<file path="src/rtl/fetch_stage.sv">
// -----------------------------------------------------------------------------
// fetch_stage
//
// Instruction fetch stage of the RV32I core. It holds the PC and issues
// word-aligned requests to instruction memory over a valid/ready handshake.
// In-order responses are buffered in a DEPTH-entry FIFO of {pc, instr} and
// handed to decode over a second valid/ready handshake. A redirect
// (branch/jump) flushes the FIFO in the same cycle. Responses to requests that
// are already in flight when the redirect happens are counted and discarded
// as they arrive.
//
// Parameters
//   RESET_PC        first PC fetched after reset (word aligned)
//   DEPTH           FIFO entries; also caps buffered + in-flight requests (2..8)
//
// Ports
//   clk             single clock, rising edge
//   rst_n           synchronous active-low reset
//   imem_req_valid  request address valid
//   imem_req_ready  memory accepts the request this cycle
//   imem_req_addr   word-aligned fetch address (the current PC)
//   imem_rsp_valid  response data valid (in order, no backpressure)
//   imem_rsp_data   instruction word returned by memory
//   redirect_valid  change fetch path this cycle (overrides everything except reset)
//   redirect_pc     new PC; bits [1:0] are forced to 0
//   if_valid        instruction available to decode
//   if_ready        decode consumes the instruction this cycle
//   if_instr        instruction word at the FIFO head
//   if_pc           PC of if_instr
//   if_opcode       if_instr[6:0], feeds the type decoder directly
// -----------------------------------------------------------------------------
module fetch_stage #(
    parameter logic [31:0] RESET_PC = 32'h0000_0000,
    parameter int unsigned DEPTH    = 2
) (
    input  logic        clk,
    input  logic        rst_n,
    output logic        imem_req_valid,
    input  logic        imem_req_ready,
    output logic [31:0] imem_req_addr,
    input  logic        imem_rsp_valid,
    input  logic [31:0] imem_rsp_data,
    input  logic        redirect_valid,
    input  logic [31:0] redirect_pc,
    output logic        if_valid,
    input  logic        if_ready,
    output logic [31:0] if_instr,
    output logic [31:0] if_pc,
    output logic [6:0]  if_opcode
);

    localparam int unsigned PW = (DEPTH > 1) ? $clog2(DEPTH) : 1;
    localparam int unsigned CW = $clog2(DEPTH + 1);
    localparam logic [PW-1:0] LAST_PTR = PW'(DEPTH - 1);
    localparam logic [CW-1:0] DEPTH_C  = CW'(DEPTH);

    // Fetch PC and instruction FIFO
    logic [31:0]   r_pc;
    logic [31:0]   r_fifo_pc    [DEPTH];
    logic [31:0]   r_fifo_instr [DEPTH];
    logic [PW-1:0] r_wr_ptr;
    logic [PW-1:0] r_rd_ptr;
    logic [CW-1:0] r_count;

    // Outstanding-request bookkeeping
    logic [CW-1:0] r_inflight;
    logic [CW-1:0] r_drop;

    // Tag queue: PC of every accepted request, popped by every response.
    // It always holds exactly r_inflight entries, so it is never flushed by a
    // redirect; stale responses pop their own tags as they are discarded.
    logic [31:0]   r_tag [DEPTH];
    logic [PW-1:0] r_tag_wr_ptr;
    logic [PW-1:0] r_tag_rd_ptr;

    logic [CW:0]   w_occupancy;
    logic          w_credit;
    logic          w_fire;
    logic          w_push;
    logic          w_pop;
    logic          w_unused;

    function automatic logic [PW-1:0] ptr_inc(input logic [PW-1:0] p);
        return (p == LAST_PTR) ? '0 : p + PW'(1);
    endfunction

    // Credit: never let buffered + outstanding exceed the FIFO size, so every
    // response that is kept is guaranteed a free slot.
    assign w_occupancy = {1'b0, r_count} + {1'b0, r_inflight};
    assign w_credit    = w_occupancy < {1'b0, DEPTH_C};

    // rst_n gates the request so memory never sees one while held in reset.
    assign imem_req_valid = rst_n && !redirect_valid && w_credit;
    assign imem_req_addr  = r_pc;
    assign w_fire         = imem_req_valid && imem_req_ready;

    assign if_valid  = (r_count != '0) && !redirect_valid;
    assign if_instr  = r_fifo_instr[r_rd_ptr];
    assign if_pc     = r_fifo_pc[r_rd_ptr];
    assign if_opcode = r_fifo_instr[r_rd_ptr][6:0];

    assign w_pop  = if_valid && if_ready;
    assign w_push = imem_rsp_valid && (r_drop == '0) && !redirect_valid;

    // Low PC bits of a redirect target are discarded by design.
    assign w_unused = ^redirect_pc[1:0];

    // PC, pointers and counters
    always_ff @(posedge clk) begin
        if (!rst_n) begin
            r_pc       <= RESET_PC;
            r_wr_ptr   <= '0;
            r_rd_ptr   <= '0;
            r_count    <= '0;
            r_inflight <= '0;
            r_drop     <= '0;
        end else if (redirect_valid) begin
            r_pc       <= {redirect_pc[31:2], 2'b00};
            r_wr_ptr   <= '0;
            r_rd_ptr   <= '0;
            r_count    <= '0;
            // A response landing in the redirect cycle is itself stale and
            // is discarded here; everything still outstanding must be dropped.
            r_inflight <= r_inflight - CW'(imem_rsp_valid);
            r_drop     <= r_inflight - CW'(imem_rsp_valid);
        end else begin
            if (w_fire) begin
                r_pc <= r_pc + 32'd4;
            end
            r_inflight <= r_inflight + CW'(w_fire) - CW'(imem_rsp_valid);
            if (imem_rsp_valid && (r_drop != '0)) begin
                r_drop <= r_drop - CW'(1);
            end
            if (w_push) begin
                r_wr_ptr <= ptr_inc(r_wr_ptr);
            end
            if (w_pop) begin
                r_rd_ptr <= ptr_inc(r_rd_ptr);
            end
            if (w_push && !w_pop) begin
                r_count <= r_count + CW'(1);
            end else if (!w_push && w_pop) begin
                r_count <= r_count - CW'(1);
            end
        end
    end

    // Tag queue pointers follow the memory handshake only; redirects do not
    // touch them (see the tag queue note above).
    always_ff @(posedge clk) begin
        if (!rst_n) begin
            r_tag_wr_ptr <= '0;
            r_tag_rd_ptr <= '0;
        end else begin
            if (w_fire) begin
                r_tag_wr_ptr <= ptr_inc(r_tag_wr_ptr);
            end
            if (imem_rsp_valid) begin
                r_tag_rd_ptr <= ptr_inc(r_tag_rd_ptr);
            end
        end
    end

    always_ff @(posedge clk) begin
        if (w_fire) begin
            r_tag[r_tag_wr_ptr] <= r_pc;
        end
    end

    // FIFO storage is cleared on reset so decode sees zeros on if_pc/if_instr.
    always_ff @(posedge clk) begin
        if (!rst_n) begin
            for (int i = 0; i < int'(DEPTH); i++) begin
                r_fifo_pc[i]    <= '0;
                r_fifo_instr[i] <= '0;
            end
        end else if (w_push) begin
            r_fifo_pc[r_wr_ptr]    <= r_tag[r_tag_rd_ptr];
            r_fifo_instr[r_wr_ptr] <= imem_rsp_data;
        end
    end

`ifndef SYNTHESIS
    // Protocol checks on the memory side: a kept response must always find a
    // free slot, and memory must never answer a request that was not issued.
    assert property (@(posedge clk) disable iff (!rst_n)
        !(w_push && (r_count == DEPTH_C) && !w_pop));
    assert property (@(posedge clk) disable iff (!rst_n)
        !(imem_rsp_valid && (r_inflight == '0)));
`endif

endmodule

</file>
<file path="config.mk">
export PLATFORM = sky130hd
export DESIGN_NAME = fetch_stage
export DESIGN_NICKNAME = d
export VERILOG_FILES = /design/src/rtl/fetch_stage.sv
export SDC_FILE = /design/constraint.sdc
export NUM_CORES = 1
export LEC_CHECK = 0
export ABC_AREA = 0
export CORE_ASPECT_RATIO = 0.8
export CORE_MARGIN = 8
export CORE_UTILIZATION = 68
export DETAILED_ROUTE_END_ITERATION = 12
export DONT_BUFFER_PORTS = 1
export PLACE_DENSITY_LB_ADDON = 0.2
export REMOVE_ABC_BUFFERS = 1
export SLEW_MARGIN = 20
export SYNTH_ARGS = -nofsm -noshare
export SYNTH_HDL_FRONTEND = slang
export SYNTH_SLANG_ARGS = --single-unit
</file>
<file path="constraint.sdc">
create_clock -name clk -period 9.9 [get_ports clk]
set_input_delay 0 -clock clk [delete_from_list [all_inputs] [get_ports clk]]
set_output_delay 0 -clock clk [all_outputs]
set_load 0.05 [all_outputs]
</file>
## Yosys cells after proc, flatten, opt, wreduce, memory -nomap -nowiden

Memories as Yosys holds them, arrays and structs flattened. A register that Yosys moved wholly into a read port is not among the register bits.
Cells that the tools add are included.

- Register bits: 42
- RAM bits: 192
- Input port bits: 70
- Output and inout bits: 105
- Word-level logic and storage cells: 77
- Memories kept: 3

Memory list:

| name | depth | bits a word | rd ports | clocked after memory_dff | wr ports | line | RTL |
|---|---|---|---|---|---|---|---|
| r_fifo_instr | 2 | 32 | 1 | 1 | 2 | 60 | `logic [31:0] r_fifo_instr [DEPTH];` |
| r_fifo_pc | 2 | 32 | 1 | 1 | 2 | 59 | `logic [31:0] r_fifo_pc [DEPTH];` |
| r_tag | 2 | 32 | 1 | 1 | 1 | 72 | `logic [31:0] r_tag [DEPTH];` |

- Add/sub/neg operators: 12
- Order comparisons: 1
- Muxes and demuxes: 29
- Bitwise logic cells: 1
- Reductions and logical operators: 22

Operators by type and width:

| kind | count |
|---|---|
| 32-bit 2-to-1 mux | 4 |
| 32-bit OR reduction | 2 |
| 32-bit by 3-bit adder with 32-bit output (second input constant) | 1 |
| 1-bit 2-to-1 mux | 20 |
| 1-bit logical AND | 10 |
| 2-bit 2-to-1 mux | 5 |
| 2-bit nonzero test | 5 |
| 1-bit adder (second input constant) | 4 |
| 2-bit by 1-bit subtractor with 2-bit output | 2 |
| 2-bit by 1-bit subtractor with 2-bit output (second input constant) | 2 |
| 2-bit by 2-bit adder with 3-bit output | 1 |
| 1-bit zero test | 3 |
| 3-bit by 2-bit < comparator with 1-bit output (second input constant) | 1 |
| 2-bit by 1-bit adder with 2-bit output | 1 |
| 2-bit by 1-bit adder with 2-bit output (second input constant) | 1 |
| 2-bit zero test | 1 |
| 2-bit OR reduction | 1 |
| 1-bit NOT | 1 |

## Depth between registers and ports, before layout

Gate-level depths: netlist of the first run.

- Depth in word-level cells: 8
- Mapped depth: 14
- Gate-level depth less buffers: 12

## Worst setup path before layout of the first run

Ideal clock, no wire load.

- Path kind: flip-flop to flip-flop
- Start: reg r_drop[0]
- End: mem r_fifo_instr[0][0], enable pin
- Setup time: 0.575 ns
- Arrival time: 5.242 ns
- Data required time: 9.325 ns
- Setup slack: 4.084 ns
- Stages on the path, launching flop included: 5
- Buffers on the path: 0
- Period minus slack after synthesis: 5.816 ns
- Cell sequence: dfxtp_1 > inv_1 > ha_1 > nand2_1 > o31ai_1

RTL lines:

| element | line | RTL |
|---|---|---|
| start, declared | 67 | `logic [CW-1:0] r_drop;` |
| start signal, assigned | 125 | `r_drop <= r_inflight - CW'(imem_rsp_valid);` |
| start signal, assigned | 132 | `r_drop <= r_drop - CW'(1);` |
| end, declared | 60 |  |

## Worst setup path after layout of the first run

- Start: reg r_count[0]
- End: reg r_inflight[1]

- Cells in the longest elaborated chain, start to end: 7

Ends and longest elaborated chain:

| element | line | RTL |
|---|---|---|
| start, declared | 63 | `logic [CW-1:0] r_count;` |
| start signal, assigned | 141 | `r_count <= r_count + CW'(1);` |
| start signal, assigned | 143 | `r_count <= r_count - CW'(1);` |
| 2-bit by 2-bit adder with 3-bit output | 89 | `assign w_occupancy = {1'b0, r_count} + {1'b0, r_inflight};` |
| 3-bit by 2-bit < comparator with 1-bit output | 90 | `assign w_credit = w_occupancy < {1'b0, DEPTH_C};` |
| 1-bit logical AND | 93 | `assign imem_req_valid = rst_n && !redirect_valid && w_credit;` |
| 1-bit logical AND | 95 | `assign w_fire = imem_req_valid && imem_req_ready;` |
| 2-bit by 1-bit adder with 2-bit output | 130 | `r_inflight <= r_inflight + CW'(w_fire) - CW'(imem_rsp_valid);` |
| 2-bit by 1-bit subtractor with 2-bit output | 130 |  |
| 2-bit 2-to-1 mux | 117 | `end else if (redirect_valid) begin` |
| end signal, assigned | 124 | `r_inflight <= r_inflight - CW'(imem_rsp_valid);` |
| end signal, assigned | 130 |  |
| end, declared | 66 | `logic [CW-1:0] r_inflight;` |

No other way between the ends.
A chain may end at the register's enable or synchronous reset.

==> reports/results.tsv, run 1 <==
stage	metric	value	unit
outcome	status	complete, no violations	
synth	mapped cell area	9880	sq um
sta	Final min period	3.91	ns
critical_path	Crit Path Max Fanout	22	
synth	Post-Synthesis Cells	756	
finish	layout cells sized above 1	13.9	%
floorplanning	Core ar.	14200	sq um
finish	non-filler instance count after layout	1015	
critical_path	CP delay by family, top	simple AND/OR/NAND/NOR gates	
floorplanning	width of the die	151	um
synth	Unique masters post-synth	57	
critical_path	CP Launch Type	flop	
floorplanning	num rows	39	
clock_network	clk_lat worst skew	0.51	ns
drt	post-route ant nets	0	
critical_path	CP max stage delay	0.58	ns
floorplanning	Initial Utilization	69.3	%
drt	drt first pass iters	6	
sta	final cycle utilization of the critical path	39.5	%
drt	overall via count from detail_route	6481	
synth	Post-synth ARST share	0	%
clock_network	CTS Buffer Depth	3	
grt	largest net degree at the start of global routing	63	
sta	Fin. Hold Viols	0	
place	Post-Place Cells	894	
critical_path	Buf/Inv on CP	3	
place	PortBufs	0	
finish	Synth-to-Final Area Change	16.1	%
grt	initial antenna violation count	0	
grt	overall routing resource usage	24.6	%
sta	Tightest Pin Transition	1.05	ns
synth	Synth Flop Type	edfxtp_1	
critical_path	worst path cell trace	and2_1 > fa_1 > or3b_1 > buf_4 > nor2_2 > inv_2 > ha_1 > inv_1 > ha_1 > xnor2_1 > o21ai_0 > xnor2_1 > nor2_1	
clock_network	clock sinks	226	
critical_path	Data required, critical path	10.25	ns
clock_network	cts repair resizes	0	
power	static leakage	0.00412	uW
finish	Final nets	889	
place	DP HPWL	13600	um
critical_path	CP Class	flop to flop	
sta	Clock Skew	0.0166	ns
synth	EDFF count, synth	184	
min_path	worst hold path class	primary input to flop	
drt	WL per Instance	23.0	um
power	Max VDD drop	0.171	mV
place	routability congestion estimate	0.864	
synth	post-synthesis sequential area ratio	64.4	%
sta	Final Hold Slack	0.0142	ns
sta	setup TNS	0	ns
sta	RSZ-0062 raised after global routing	no	
grt	first-pass GRT wire length	35800	um
sta	Max-slew headroom	30.3	%
synth	Synth warnings	0	
grt	vias in the first global route	6644	
clock_network	cts bufs inserted	22	
sta	Final Setup Violations	0	
critical_path	crit end category	flop	
sta	Slew Limit Fails	0	
floorplanning	Die ar.	18700	sq um
sta	Fmax	0.256	GHz
flow_run	max-cap check violation count	0	
clock_network	CTS tree	yes	
synth	Syn Area/Cell	13.1	sq um
floorplanning	die height	124	um
grt	GRT overflow	0	
clock_network	CTS Root Cell	clkbuf_16	
synth	flops & latches, synth	226	
drt	initial DRC count	652	
clock_network	setup bufs post-CTS	0	
clock_network	Hold-fix buffers, CTS	78	
drt	Routed WL	23300	um
power	power per cell area	196	nW/um^2
finish	commonest non-fill, non-tap cell in the layout	edfxtp_1	
finish	commonest cells after routing, fill and taps aside	edfxtp_1, nor2_1, dlygate4sd3_1	
clock_network	H-tree depth	1	
floorplanning	# IOs	175	
critical_path	Arr. time, crit path	4.26	ns
drt	DRC Markers	0	
finish	Final Util	80.5	%
clock_network	Clk pin slew, worst setup/hold paths	0.06	ns
drt	vias per cell	6.39	
critical_path	CP max stage cell	nor2_2	
finish	FILL cells	783	
## cell usage after synthesis (5+ instances only)
cell type	n	area share [%]
edfxtp_1	184	56
nor2_1	80	3.0
and2_1	67	4.2
mux2_2	63	7.2
clkbuf_1	43	1.6
dfxtp_1	42	8.5
nand2_1	34	1.3
mux2i_1	31	3.1
o21ai_0	22	1.1
nand4_1	12	0.76
buf_4	11	0.84
nor4_1	11	0.70
xnor2_1	11	0.98
inv_1	10	0.38
nand3_1	10	0.51
or3_1	10	0.63
a21oi_1	9	0.46
nor3_1	8	0.41
or4_1	7	0.53
a211o_1	6	0.53
a31oi_1	6	0.38
and3_1	6	0.38
ha_1	6	0.76
o211ai_1	6	0.46
xor2_1	6	0.53
o211a_1	5	0.51
## state kept, by name, summed over array words and instances, names as in the netlist, named ones only
| signal | cells |
|---|---|
| r_fifo_instr | 64 |
| r_fifo_pc | 60 |
| r_tag | 60 |
| imem_req_addr | 30 |
| r_count | 2 |
| r_drop | 2 |
| r_inflight | 2 |
| r_rd_ptr | 1 |
| r_tag_rd_ptr | 1 |
| r_tag_wr_ptr | 1 |
| r_wr_ptr | 1 |
## cells by family after synthesis
family,Yosys count,share of synthesized area (%)
adders and majority gates,7,0.962
other,1,0.0380
DFF,226,64.4
muxes,94,10.3
and+or+nand+nor,260,13.8
xor gates and xnor gates,17,1.51
buffers and inverters,70,3.18
AOI/OAI and AO/OA,81,5.75
## per-layer routing
metal,vias to the layer above,share of wire (%),GRT usage (%)
li1,2901,-,-
met1,3187,39,30.7
met2,328,50,41.8
met3,65,8.9,6.57
met4,0,2.2,7.34
met5,-,0,0
## area by class of cell
cell class | count | area (sq um) | area share (%)
Antenna cell | 3 | 7.51 | 0.0654
Clock buffer | 29 | 587 | 5.12
Clock inverter | 11 | 133 | 1.16
Inverter | 12 | 45.0 | 0.393
Multi-Input combinational cell | 463 | 3260 | 28.4
Sequential cell | 226 | 6370 | 55.5
Tap cell | 184 | 230 | 2.01
Timing Repair Buffer | 87 | 843 | 7.35
## worst paths after layout
kind	slack, ns	cells past startpoint	to	start
worst max-delay path	5.99	13	r_inflight[1]$_SDFF_PN0_	r_count[0]$_SDFFE_PP0P_
worst min-delay path	0.01	3	imem_req_addr[31]$_SDFFE_PN0P_	redirect_valid
worst max register to register	5.99	13	r_inflight[1]$_SDFF_PN0_	r_count[0]$_SDFFE_PP0P_
worst min register to register	0.51	2	r_rd_ptr$_SDFFE_PP0P_	r_rd_ptr$_SDFFE_PP0P_
## worst register-to-register path: stages (launching register included)
cell     delay (ns)
dfxtp_1        0.39
and2_1         0.17
fa_1           0.47
or3b_1         0.39
buf_4          0.23
nor2_2         0.60
inv_2          0.38
ha_1           0.39
inv_1          0.04
ha_1           0.18
xnor2_1        0.13
o21ai_0        0.21
xnor2_1        0.15
nor2_1         0.05
## power by group
part	switching (uW)	internal, uW
Sequential	72.4	1080
Combinational	179	78.2
Clock	336	496
## through the flow
| stage | setup WS, ns | total power, uW | cell area, sq um |
|---|---|---|---|
| global placement | 6.23 | 1380 | 9970 |
| CTS | 6.02 | 2250 | 11500 |
| detailed placement | 6.06 | 1400 | 9970 |
| finish | 5.99 | 2240 | 11500 |
| floorplan | 4.08 | 1350 | 9620 |
| global route | 5.72 | 2310 | 11500 |
(Power assumes the default switching activity.)
==> run 2, diff against run 1 <==
Settings changed: ABC_AREA 0 to 1, CORE_UTILIZATION 68 to 63.
Clock period 9.9 ns to 3.68 ns, I/O delays scaled along.
==> run 2 against run 1 <==
Compared with the run above: area after synthesis is 1.1% higher; non-clock buffer count is 11 lower; clock skew is 0.0082 ns lower; combinational power is 140% higher; final cell count is 18% higher; count of clock-buffer cells in the layout is 1 higher; via count is 1.3% higher; cell area is 0.41% higher; largest cell class unchanged; wire length is 6.9% lower.
==> reports/results.tsv, run 2 <==
stage	metric	value	unit	change
drt	initial DRC count	498		-24%
synth	Post-Synthesis Cells	911		+21%
finish	commonest cells after routing, fill and taps aside	edfxtp_1, nor2_1, nand2_1		
synth	post-synthesis sequential area ratio	63.7	%	-0.69 points
floorplanning	Initial Utilization	63.8	%	-5.5 points
finish	biggest regs	r_fifo_instr (64), r_fifo_pc (60), r_tag (60)		
clock_network	CTS tree	yes		
finish	number of diodes	0		-3
critical_path	R2R depth	10		-3
finish	Final Util	73.6	%	-6.9 points
critical_path	Arr. time, crit path	3.35	ns	-0.91 ns
critical_path	CP Class	flop to flop		
sta	Fmax	0.339	GHz	+33%
power	Pwr Total	5810	uW	+160%
clock_network	Clk pin slew, worst setup/hold paths	0.07	ns	about the same
drt	Routed WL	21700	um	-6.9%
finish	Final nets	1046		+18%
critical_path	Data required, critical path	4.08	ns	-6.17 ns
clock_network	cts repair resizes	0		unchanged
critical_path	CP Launch Point	r_inflight[0]$_SDFF_PN0_		
clock_network	cts bufs inserted	22		unchanged
sta	Max-slew headroom	34.2	%	+3.9 points
power	power per cell area	505	nW/um^2	+160%
grt	met3 Use GR	5.19	%	-1.4 points
synth	Synth area leaders	edfxtp_1, dfxtp_1, mux2_2		
sta	Final min period	2.95	ns	-0.961 ns
sta	Slew Limit Fails	0		unchanged
floorplanning	Core ar.	15600	sq um	+9.8%
synth	Post-synth ARST share	0	%	unchanged
drt	vias per cell	5.47		-14%
power	Max VDD drop	0.322	mV	+89%
place	routability congestion estimate	0.892		+3.2%
min_path	worst hold path class	primary input to flop		
synth	Synth warnings	0		unchanged
finish	Largest Register	r_fifo_instr		
sta	final cycle utilization of the critical path	80.0	%	+41 points
synth	Unique masters post-synth	33		-42%
grt	GRT overflow	0		unchanged
synth	Syn Area/Cell	11.0	sq um	-16%
sta	Final Setup Violations	0		unchanged
synth	flops & latches, synth	226		unchanged
sta	Final Hold Slack	0.0280	ns	+0.0138 ns
floorplanning	num rows	41		+5.1%
sta	Tightest Pin Transition	0.987	ns	-0.0583 ns
critical_path	Reg-to-Reg End	imem_req_addr[5]$_SDFFE_PN0P_		
drt	overall via count from detail_route	6566		+1.3%
critical_path	Reg-to-Reg Start	r_inflight[0]$_SDFF_PN0_		
critical_path	Worst R2R Setup Slack	0.73	ns	-5.26 ns
min_path	Hold Crit Start	redirect_valid		
synth	share of the synthesized area in the top cell type	55.3	%	-0.60 points
synth	Synth Flop Type	edfxtp_1		
synth	mapped cell area	9990	sq um	+1.1%
finish	Synth-to-Final Area Change	15.3	%	
clock_network	clock sinks	226		unchanged
sta	Clock Skew	0.00841	ns	-0.00819 ns
clock_network	CTS Buffer Depth	3		unchanged
grt	grt peak-use layer	met2		
grt	largest net degree at the start of global routing	63		unchanged
clock_network	CTS Root Cell	clkbuf_16		
drt	drt first pass iters	5		-1
clock_network	Hold-fix buffers, CTS	70		-10%
drt	post-route ant nets	0		unchanged
finish	max FFs per register	64		unchanged
critical_path	Crit Path Max Fanout	20		-9.1%
sta	RSZ-0062 raised after global routing	no		
grt	initial antenna violation count	0		unchanged
sta	Fin. Hold Viols	0		unchanged
flow_run	max-cap check violation count	0		unchanged
clock_network	clk_lat worst skew	0.50	ns	about the same
grt	overall routing resource usage	21.7	%	-2.9 points
synth	commonest cells in the netlist	edfxtp_1, nor2_1, nand2_1		
critical_path	crit end category	flop		
drt	DRC Markers	0		unchanged
synth	most frequent cell after synthesis	edfxtp_1		
power	static leakage	0.00443	uW	+7.5%
finish	commonest non-fill, non-tap cell in the layout	edfxtp_1		
clock_network	setup bufs post-CTS	0		unchanged
floorplanning	die height	129	um	+3.9%
grt	first-pass GRT wire length	34900	um	-2.6%
synth	EDFF count, synth	184		unchanged
place	DP HPWL	13500	um	-0.64%
critical_path	Worst Setup EP	imem_req_addr[5]$_SDFFE_PN0P_		
outcome	status	complete, no violations		
floorplanning	Die ar.	20200	sq um	+8.0%
drt	WL per Instance	18.1	um	-21%
floorplanning	width of the die	157	um	+4.0%
critical_path	CP Launch Type	flop		
clock_network	H-tree depth	1		unchanged
grt	vias in the first global route	6878		+3.5%
grt	GR Util met2	38.0	%	-3.8 points
grt	GRT met1 Usage	26.2	%	-4.4 points
synth	Synth area leader	edfxtp_1		
finish	layout cells sized above 1	12.6	%	-1.3 points
floorplanning	# IOs	175		unchanged
place	PortBufs	0		unchanged
## run 2: area by class of cell
type / count / area (sq um)
multi-input cells: 545 / 3070
inverters: 98 / 370
flip-flops and latches: 226 / 6370
repair buffers: 76 / 741
fillers: 1043 / 4130
clock inverters: 10 / 72.6
well taps: 215 / 269
clock buffers: 30 / 632
## run 2: through the flow
step           cells  setup TNS, ns  instance area, sq um  worst slack (ns)
6_report        1200              0                 11500             0.734
3_5_place_dp    1090              0                 10100              1.13
3_3_place_gp    1090              0                 10100              1.21
4_1_cts         1200              0                 11500             0.785
2_1_floorplan    869         -36.73                  9760            -0.404
5_1_grt         1200              0                 11500             0.550
## run 2: kinds of logic (layout without fill, tap and decap cells)
| group | after synthesis | in the layout | synth area share [%] |
|---|---|---|---|
| xor+xnor | 12 | 12 | 1.05 |
| flops | 226 | 226 | 63.7 |
| mux | 92 | 92 | 10.0 |
| fa+ha+maj | 7 | 7 | 0.952 |
| simple gates | 360 | 360 | 14.5 |
| other cells | 1 | 4 | 0.0375 |
| buf+inv | 143 | 214 | 6.06 |
| compound gates | 70 | 70 | 3.67 |
## run 2: critical path: stages (launching register included)
cell	delay, ns
dfxtp_1	0.37
nand2_1	0.06
inv_1	0.06
fa_1	0.41
nor2_1	0.23
nand3_4	0.20
nand2_1	0.65
o221ai_1	0.19
nand2_1	0.08
dlygate4sd3_1	0.55
inv_1	0.05
## run 2: per-layer routing
metal | part of all wire, % | wire length (um)
met1 | 41 | 8840
met2 | 49 | 10600
met3 | 8.6 | 1870
met4 | 1.8 | 381
met5 | 0 | 0
## run 2: worst min path at each step
stage	end	slack, ns	cells after the start
final	flop	0.03	5
after CTS	r_inflight[1]$_SDFF_PN0_	0.03	5
after floorplan	imem_req_addr[5]$_SDFFE_PN0P_	0.1	2
after detailed placement	imem_req_addr[5]$_SDFFE_PN0P_	0.10	2
after global routing	flop	0.06	5
after global placement	imem_req_addr[5]$_SDFFE_PN0P_	0.10	2
## run 2: report_power, final
group	switching (uW)	internal, uW
logic	433	176
clock network	938	1220
registers	160	2890
total	1530	4280
